File: src/rtl/pixel_grid_tracker.sv
// Tracks the pixel position in a video stream and splits the frame into a grid of sections.
// Define PIXEL_GRID_TRACKER_ERR_EN to add the sticky sync_err_o output.
module pixel_grid_tracker #(
  parameter int X_RESOLUTION   = 640,
  parameter int Y_RESOLUTION   = 480,
  parameter int X_NUM_SECTIONS = 4,
  parameter int Y_NUM_SECTIONS = 4
) (
  input  logic                                                          clk_i,
  input  logic                                                          rst_i,
  input  logic                                                          valid_i,
  input  logic                                                          ready_i,
  input  logic                                                          hsync_i,
  input  logic                                                          vsync_i,
  input  logic                                                          vde_i,
  output logic [$clog2(X_RESOLUTION)-1:0]                               x_o,
  output logic [$clog2(Y_RESOLUTION)-1:0]                               y_o,
  output logic [((X_NUM_SECTIONS > 1) ? $clog2(X_NUM_SECTIONS) : 1)-1:0] x_section_o,
  output logic [((Y_NUM_SECTIONS > 1) ? $clog2(Y_NUM_SECTIONS) : 1)-1:0] y_section_o,
  output logic                                                          x_edge_o,
  output logic                                                          y_edge_o,
  output logic                                                          frame_end_o
`ifdef PIXEL_GRID_TRACKER_ERR_EN
  ,
  output logic                                                          sync_err_o
`endif
);

  localparam int XW        = $clog2(X_RESOLUTION);
  localparam int YW        = $clog2(Y_RESOLUTION);
  localparam int X_SEC_LEN = X_RESOLUTION / X_NUM_SECTIONS;
  localparam int Y_SEC_LEN = Y_RESOLUTION / Y_NUM_SECTIONS;
  localparam int XLW       = (X_SEC_LEN > 1) ? $clog2(X_SEC_LEN) : 1;
  localparam int YLW       = (Y_SEC_LEN > 1) ? $clog2(Y_SEC_LEN) : 1;

  localparam logic [XW-1:0]  X_LAST  = XW'(X_RESOLUTION - 1);
  localparam logic [YW-1:0]  Y_LAST  = YW'(Y_RESOLUTION - 1);
  localparam logic [XLW-1:0] XL_LAST = XLW'(X_SEC_LEN - 1);
  localparam logic [YLW-1:0] YL_LAST = YLW'(Y_SEC_LEN - 1);

  logic [XLW-1:0] xs_q;
  logic [YLW-1:0] ys_q;
  logic           beat;
  logic           pixel_beat;
  logic           vsync_beat;
  logic           hsync_beat;
  logic           x_wrap;
  logic           y_wrap;
  logic           xs_wrap;
  logic           ys_wrap;

  // vsync wins over hsync; any sync marker on an active pixel is ignored
  assign beat       = valid_i & ready_i;
  assign pixel_beat = beat & vde_i;
  assign vsync_beat = beat & ~vde_i & vsync_i;
  assign hsync_beat = beat & ~vde_i & hsync_i & ~vsync_i;

  assign x_wrap  = (x_o == X_LAST);
  assign y_wrap  = (y_o == Y_LAST);
  assign xs_wrap = (xs_q == XL_LAST);
  assign ys_wrap = (ys_q == YL_LAST);

  always_ff @(posedge clk_i) begin
    if (rst_i) begin
      x_o         <= '0;
      y_o         <= '0;
      xs_q        <= '0;
      ys_q        <= '0;
      x_section_o <= '0;
      y_section_o <= '0;
    end else if (pixel_beat) begin
      if (x_wrap) begin
        x_o         <= '0;
        xs_q        <= '0;
        x_section_o <= '0;
        if (y_wrap) begin
          y_o         <= '0;
          ys_q        <= '0;
          y_section_o <= '0;
        end else begin
          y_o <= y_o + 1'b1;
          if (ys_wrap) begin
            ys_q        <= '0;
            y_section_o <= y_section_o + 1'b1;
          end else begin
            ys_q <= ys_q + 1'b1;
          end
        end
      end else begin
        x_o <= x_o + 1'b1;
        if (xs_wrap) begin
          xs_q        <= '0;
          x_section_o <= x_section_o + 1'b1;
        end else begin
          xs_q <= xs_q + 1'b1;
        end
      end
    end else if (vsync_beat) begin
      x_o         <= '0;
      y_o         <= '0;
      xs_q        <= '0;
      ys_q        <= '0;
      x_section_o <= '0;
      y_section_o <= '0;
    end else if (hsync_beat) begin
      x_o         <= '0;
      xs_q        <= '0;
      x_section_o <= '0;
    end
  end

  // Edge pulses are recomputed every cycle so they last exactly one cycle
  always_ff @(posedge clk_i) begin
    if (rst_i) begin
      x_edge_o    <= 1'b0;
      y_edge_o    <= 1'b0;
      frame_end_o <= 1'b0;
    end else begin
      x_edge_o    <= pixel_beat & xs_wrap;
      y_edge_o    <= pixel_beat & x_wrap & ys_wrap;
      frame_end_o <= pixel_beat & x_wrap & y_wrap;
    end
  end

`ifdef PIXEL_GRID_TRACKER_ERR_EN
  // A sync marker that lands away from the start of a line/frame means the source slipped
  always_ff @(posedge clk_i) begin
    if (rst_i) begin
      sync_err_o <= 1'b0;
    end else if ((hsync_beat && (x_o != '0)) ||
                 (vsync_beat && ((x_o != '0) || (y_o != '0)))) begin
      sync_err_o <= 1'b1;
    end
  end
`else
  // Sync error tracking is compiled out in this build.
`endif

endmodule

File: config.mk
export PLATFORM = sky130hd
export DESIGN_NAME = pixel_grid_tracker
export DESIGN_NICKNAME = d
export VERILOG_FILES = /design/src/rtl/pixel_grid_tracker.sv
export SDC_FILE = /design/constraint.sdc
export NUM_CORES = 1
export LEC_CHECK = 0
export ABC_AREA = 1
export CORE_ASPECT_RATIO = 1.2
export CORE_UTILIZATION = 54
export DETAILED_ROUTE_END_ITERATION = 16
export PLACE_DENSITY_LB_ADDON = 0.3
export SETUP_SLACK_MARGIN = 0.2
export SLEW_MARGIN = 5
export SYNTH_ARGS = -nofsm -noshare
export SYNTH_HDL_FRONTEND = slang
export SYNTH_SLANG_ARGS = --single-unit
File: constraint.sdc
create_clock -name clk_i -period 1.8 [get_ports clk_i]
set_input_delay 0.54 -clock clk_i [delete_from_list [all_inputs] [get_ports clk_i]]
set_output_delay 0.54 -clock clk_i [all_outputs]
set_load 0.03 [all_outputs]
==> results of run 1 <==
metrics by stage:
step,total power (W),util [%]
after floorplan,0.001035,-
after CTS,0.001698,73.86
final,0.001693,74.68
after detailed placement,0.001087,69.29
after global routing,0.001758,74.68
after global placement,0.001084,69.29
metal layers:
metal | wire (um) | global-route usage (%)
met4 | 133 | 13.89
met5 | 0 | 0
met3 | 240 | 4.433
met1 | 2284 | 30.24
met2 | 2814 | 47.13
flip-flops by register name (all words and copies together) (netlist names):
name,cells
x_o,10
y_section_o,2
ys_q,7
y_o,9
x_edge_o,1
x_section_o,2
frame_end_o,1
y_edge_o,1
xs_q,8
worst min-delay path: cells and delay by family, from the launching register on:
family / cells / cell delay, ns
AO/OA/AOI/OAI: 1 / 0.05
flip-flops: 1 / 0.33
AND/OR/NAND/NOR: 1 / 0.07
timing repair:
action                     in CTS  in global routing
resized for setup              63                 34
setup endpoints to repair      60                 40
pin swaps                       5                  4
setup buffers                   2                  0
gates cloned                    2                  0
power by group:
part	internal, W	leakage, nW	switching [W]
logic	0.0000579	0.924	0.0000986
registers	0.000915	0.334	0.00000955
clock network	0.000304	0.0443	0.000308
total	0.00128	1.30	0.000416
cells by family (layout without fill, tap and decap cells):
kind of cell,count (synthesis),in the layout
AOI/OAI and AO/OA,27,27
xor gates and xnor gates,12,12
adders and majority gates,4,4
buffers and inverters,48,105
DFF,41,41
and+or+nand+nor,198,200
final timing paths:
kind,startpoint,endpoint,depth (start not counted)
max reg2reg,x_o[8]$_SDFFE_PP0P_,y_o[6]$_SDFFE_PP0P_,9
min reg2reg,xs_q[1]$_SDFFE_PP0P_,xs_q[1]$_SDFFE_PP0P_,2
min,xs_q[1]$_SDFFE_PP0P_,xs_q[1]$_SDFFE_PP0P_,2
max,x_o[0]$_SDFFE_PP0P_,x_o[0],1
cell usage after synthesis (all sizes together):
library cell	count	area share [%]
nand3	27	6.4
a31oi	1	0.28
clkbuf	1	0.17
nor3b	3	1.0
buf	5	2.4
dfxtp	41	36
nand4	7	2.6
a211oi	1	0.33
nand3b	1	0.33
xor2	8	3.1
nor2	56	10
nand2	96	17
nor3	8	1.8
xnor2	4	1.6
o21ai	12	2.7
clkinv	2	0.33
a21oi	13	4.2
inv	40	6.7
ha	4	2.2
layout make-up:
cell class	instances	area share (%)
Timing Repair Buffer	56	16.20
Inverter	42	5.399
Multi-Input combinational cell	243	45.26
Sequential cell	41	27.96
Clock buffer	7	2.910
Tap cell	54	2.278
==> results.yml, run 1 <==
logic_synthesis:
  synthCells: 330
  synthAdderAreaFrac_pct: 2.221
  synth_compound_area_share_pct: 7.496
  yosysWarnings: 0
  synth_xor_xnor_area_share_pct: 4.664
  syn_avg_cell_area_um2: 6.829
  synth-simple-area-share_pct: 39.59
  synth_top_family_by_area: "simple AND/OR/NAND/NOR gates"
  yosys_register_bits: 41
  netlist_area_mm2: 0.002253
  syn-num-nets: 341
  synthMuxAreaShare_pct: 0
  synth_cell_type_count: 31
  yosysSeqAreaShare_pct: 36.42
sta:
  setup_viol: 0
  rsz0062_at_grt: "yes"
  finalCriticalPeriod_ns: 1.597
  skew_ns: 0.01024
  setup_slack_ns: 0.2031
  final.setup.tns_ns: 0
  hold_viol: 0
  fmax_mhz: 626.2
  relSlewSlack_pct: 78.34
  timing.hold.ws_ns: 0.4932
  drv_slew: 0
  worst_slew_pin_slew_ns: 0.3224
  min_period_over_period_pct: 88.72
place:
  gp_congestion: 0.8679
  port_buffers: 32
  pre_cts_ws_ns: -0.2565
  placed_area_mm2: 0.002753
  dp_hpwl_um: 3610
  dp_cells: 432
hold_path:
  hold_path.class: "reg2reg"
routing:
  avgRoutedWirePerCell_um: 12.35
  drt_iter0_markers: 157
  firstDrtPassIters: 5
  drc: 0
  viasPerCell: 5.194
  antenna_left: 0
  vias: 2301
  drt-total-wl_um: 5472
critical_path:
  critPathKind: "reg2out"
  crit_chain: "dlygate4sd2_1"
  end_kind: "output port"
  cpPeakStageDelay_ns: 0.40
  cp.required_ns: 1.26
  ff2ff_setup_slack_ns: 0.24
  cpLargestDelayFamily: "buffers and inverters"
  slowest_stage: "dlygate4sd2_1"
  arrival_ns: 1.06
  path_buf_inv: 1
  cp_max_fo: 3
  critPathLaunchType: "register"
clocking:
  htree_levels: 2
  clk_latency_ns: 0.30
  numCtsBuffers: 5
  clkTransAtPathRegs_ns: 0.07
  numClockSinks: 41
  cts_hold_buf: 0
  cts_root_buffer: "clkbuf_8"
  cts_tree: "yes"
  clockBufferDepth: 2
layout:
  regArea_um2: 829.5
  mostFrequentLayoutCell: "nand2_1"
  area_growth_pct: 31.65
  fillers: 319
  multi_input_area_mm2: 0.001343
  layout-drive-gt1-share_pct: 23.39
  final_cell_mix: "82 x nand2_1, 49 x nor2_1, 37 x inv_1"
  diodes: 0
  fin_area_mm2: 0.002967
  final_nets: 400
  final_cells: 443
run_status:
  status: "finished clean"
die:
  die_w_um: 60.97
  coreArea_mm2: 0.003973
  initial_core_util_pct: 56.72
  io_pins: 33
  dieArea_mm2: 0.004436
  rows: 25
  die_h_um: 72.77
power_and_ir_drop:
  p_per_area_mw_per_mm2: 570.7
  p_leak_nw: 1.302
  peakVddDrop_mv: 0.4156
grt:
  grt_antenna_before_repair: 0
  grt_start_max_net_pins: 14
  grt_pass1_wl_um: 9011
  grt_overflow: 0
  first_global_vias: 2152
  track_usage_pct: 26.79
flow_run:
  cap_viol_max_count: 0
(Power assumes the default switching activity.)
==> inputs of run 2 (changes only) <==
--- a/config.mk
+++ b/config.mk
@@ -9,6 +9,7 @@
 export CORE_ASPECT_RATIO = 1.2
 export CORE_UTILIZATION = 54
 export DETAILED_ROUTE_END_ITERATION = 16
+export MAX_ROUTING_LAYER = met4
 export PLACE_DENSITY_LB_ADDON = 0.3
 export SETUP_SLACK_MARGIN = 0.2
 export SLEW_MARGIN = 5
==> run 2 against run 1 <==
Effect of this change: design area did not move; count of clock-buffer cells in the layout did not move; global-route usage rose by 0.77 points; critical path type unchanged; critical endpoint unchanged; largest cell class unchanged; largest power group unchanged.
==> results.yml, run 2 (synthesis gave the netlist of run 1 again) <==
layout:
  diodes: 0
  multi_input_area_mm2: 0.001343
  fin_area_mm2: 0.002967
  largest_register_ff_count: 10
  regArea_um2: 829.5
  final_cell_mix: "82 x nand2_1, 49 x nor2_1, 37 x inv_1"
  final_nets: 400
  final_cells: 443
  largest-register: "x_o"
  fillers: 319
  mostFrequentLayoutCell: "nand2_1"
  top_regs: "x_o: 10 flops, y_o: 9 flops, xs_q: 8 flops"
  layout-drive-gt1-share_pct: 23.39
  area_growth_pct: 31.65
die:
  die_w_um: 60.97
  initial_core_util_pct: 56.72
  io_pins: 33
  rows: 25
  die_h_um: 72.77
  dieArea_mm2: 0.004436
  coreArea_mm2: 0.003973
power_and_ir_drop:
  p_sw_w: 0.0004194
  p_sw_share_pct: 24.72
  peakVddDrop_mv: 0.4151
  p_seq_share_pct: 54.5
  comb_power_share_pct: 9.2
  p_leak_nw: 1.302
  p_per_area_mw_per_mm2: 571.9
  power_frac_clock_pct: 36.3
  p_int_w: 0.001277
sta:
  relSlewSlack_pct: 78.24
  skew_ns: 0.01138
  fmax_mhz: 625.1
  final.setup.tns_ns: 0
  drv_slew: 0
  rsz0062_at_grt: "yes"
  worst_slew_pin_slew_ns: 0.3239
  finalCriticalPeriod_ns: 1.600
  setup_slack_ns: 0.2003
  setup_viol: 0
  min_period_over_period_pct: 88.87
  hold_viol: 0
clocking:
  htree_levels: 2
  clk_latency_ns: 0.30
  clockBufferDepth: 2
  numClockSinks: 41
  cts_root_buffer: "clkbuf_8"
  numCtsBuffers: 5
  cts_tree: "yes"
  clkTransAtPathRegs_ns: 0.07
routing:
  avgRoutedWirePerCell_um: 12.36
  antenna_left: 0
  drt_iter0_markers: 135
  drt-total-wl_um: 5476
  viasPerCell: 5.194
  drc: 0
  firstDrtPassIters: 4
  vias: 2301
critical_path:
  arrival_ns: 1.06
  regToRegEndpoint: "y_o[6]$_SDFFE_PP0P_"
  cp.required_ns: 1.26
  critPathLaunchType: "register"
  cpLargestDelayFamily: "buffers and inverters"
  ff2ff_path_depth: 9
  cp_num_cells: 1
  cp_max_fo: 3
  crit_chain: "dlygate4sd2_1"
  path_buf_inv: 1
  ff2ff_setup_slack_ns: 0.23
  end_kind: "output port"
  cpPeakStageDelay_ns: 0.40
  critPathKind: "reg2out"
  slowest_stage: "dlygate4sd2_1"
  reg2reg_from: "x_o[8]$_SDFFE_PP0P_"
place:
  gp_congestion: 0.8821
  dp_cells: 432
  port_buffers: 32
  pre_cts_ws_ns: -0.2565
  placed_area_mm2: 0.002753
  dp_hpwl_um: 3610
grt:
  grt.met1_usage_pct: 30.24
  grt_antenna_before_repair: 0
  grt_use_met3_pct: 4.433
  track_usage_pct: 27.56
  grt_pass1_wl_um: 9004
  grt_start_max_net_pins: 14
  grt_overflow: 0
  gr-usage-met2_pct: 47.13
  first_global_vias: 2153
  gr-max-usage-layer: "met2"
hold_path:
  hold_start: "xs_q[1]$_SDFFE_PP0P_"
  hold_path.class: "reg2reg"
  whs_endpoint: "xs_q[1]$_SDFFE_PP0P_"
  holdPathStages: 2
flow_run:
  cap_viol_max_count: 0
run_status:
  status: "finished clean"
run 2: how the worst max path moves through the flow:
stage                                start              endpoint  slack, ns
6_report               x_o[0]$_SDFFE_PP0P_                x_o[0]       0.20
3_5_place_dp                         vde_i  xs_q[0]$_SDFFE_PP0P_      -0.26
4_1_cts        y_section_o[1]$_SDFFE_PP0P_        y_section_o[1]       0.13
5_1_grt                x_o[5]$_SDFFE_PP0P_   y_o[6]$_SDFFE_PP0P_       0.16
3_3_place_gp                         vde_i  xs_q[0]$_SDFFE_PP0P_      -0.20
2_1_floorplan          x_o[2]$_SDFFE_PP0P_  ys_q[5]$_SDFFE_PP0P_       0.27
run 2: worst register-to-register path: stages, from the launching register on:
cell     delay [ns]
dfxtp_1        0.34
buf_4          0.17
nor2_2         0.20
nand4_4        0.19
buf_6          0.17
nand2_4        0.09
nand2_1        0.07
nand2_1        0.06
nand2_1        0.08
nor2_2         0.14
run 2: through the flow:
step                      utilization, %  hold slack, ns  total power, W
after global placement             69.29          0.4764        0.001084
final                              74.68          0.4911        0.001697
after CTS                          73.86          0.4907        0.001698
after detailed placement           69.29          0.4774        0.001087
after global routing               74.68          0.5252        0.001758
after floorplan                        -          0.4573        0.001035
run 2: timing repair:
| item | CTS | global route |
|---|---|---|
| buffers inserted | 2 | 0 |
| hold buffers | 0 | 0 |
| pin swaps | 5 | 4 |
| cloned | 2 | 0 |
| gates resized for setup | 63 | 34 |
| setup endpoints to repair | 60 | 40 |
run 2: layer usage:
metal,part of all wire [%],routed length (um)
met5,0,0
met4,2.3,127
met3,4.2,231
met2,52,2822
met1,42,2295
run 2: power groups by stage:
stage,clock network (W),logic (W),registers [W]
after floorplan,0,0.0000816,0.000953
after global placement,0,0.000138,0.000946
after detailed placement,0,0.000142,0.000946
after CTS,0.000625,0.000149,0.000924
after global routing,0.000661,0.000171,0.000925
final,0.000616,0.000156,0.000924
run 2: layout make-up:
class	instances	share of cell area [%]
inverters	42	5.399
clock buffers	7	2.910
repair buffers	56	16.20
multi-input cells	243	45.26
well taps	54	2.278
flip-flops and latches	41	27.96
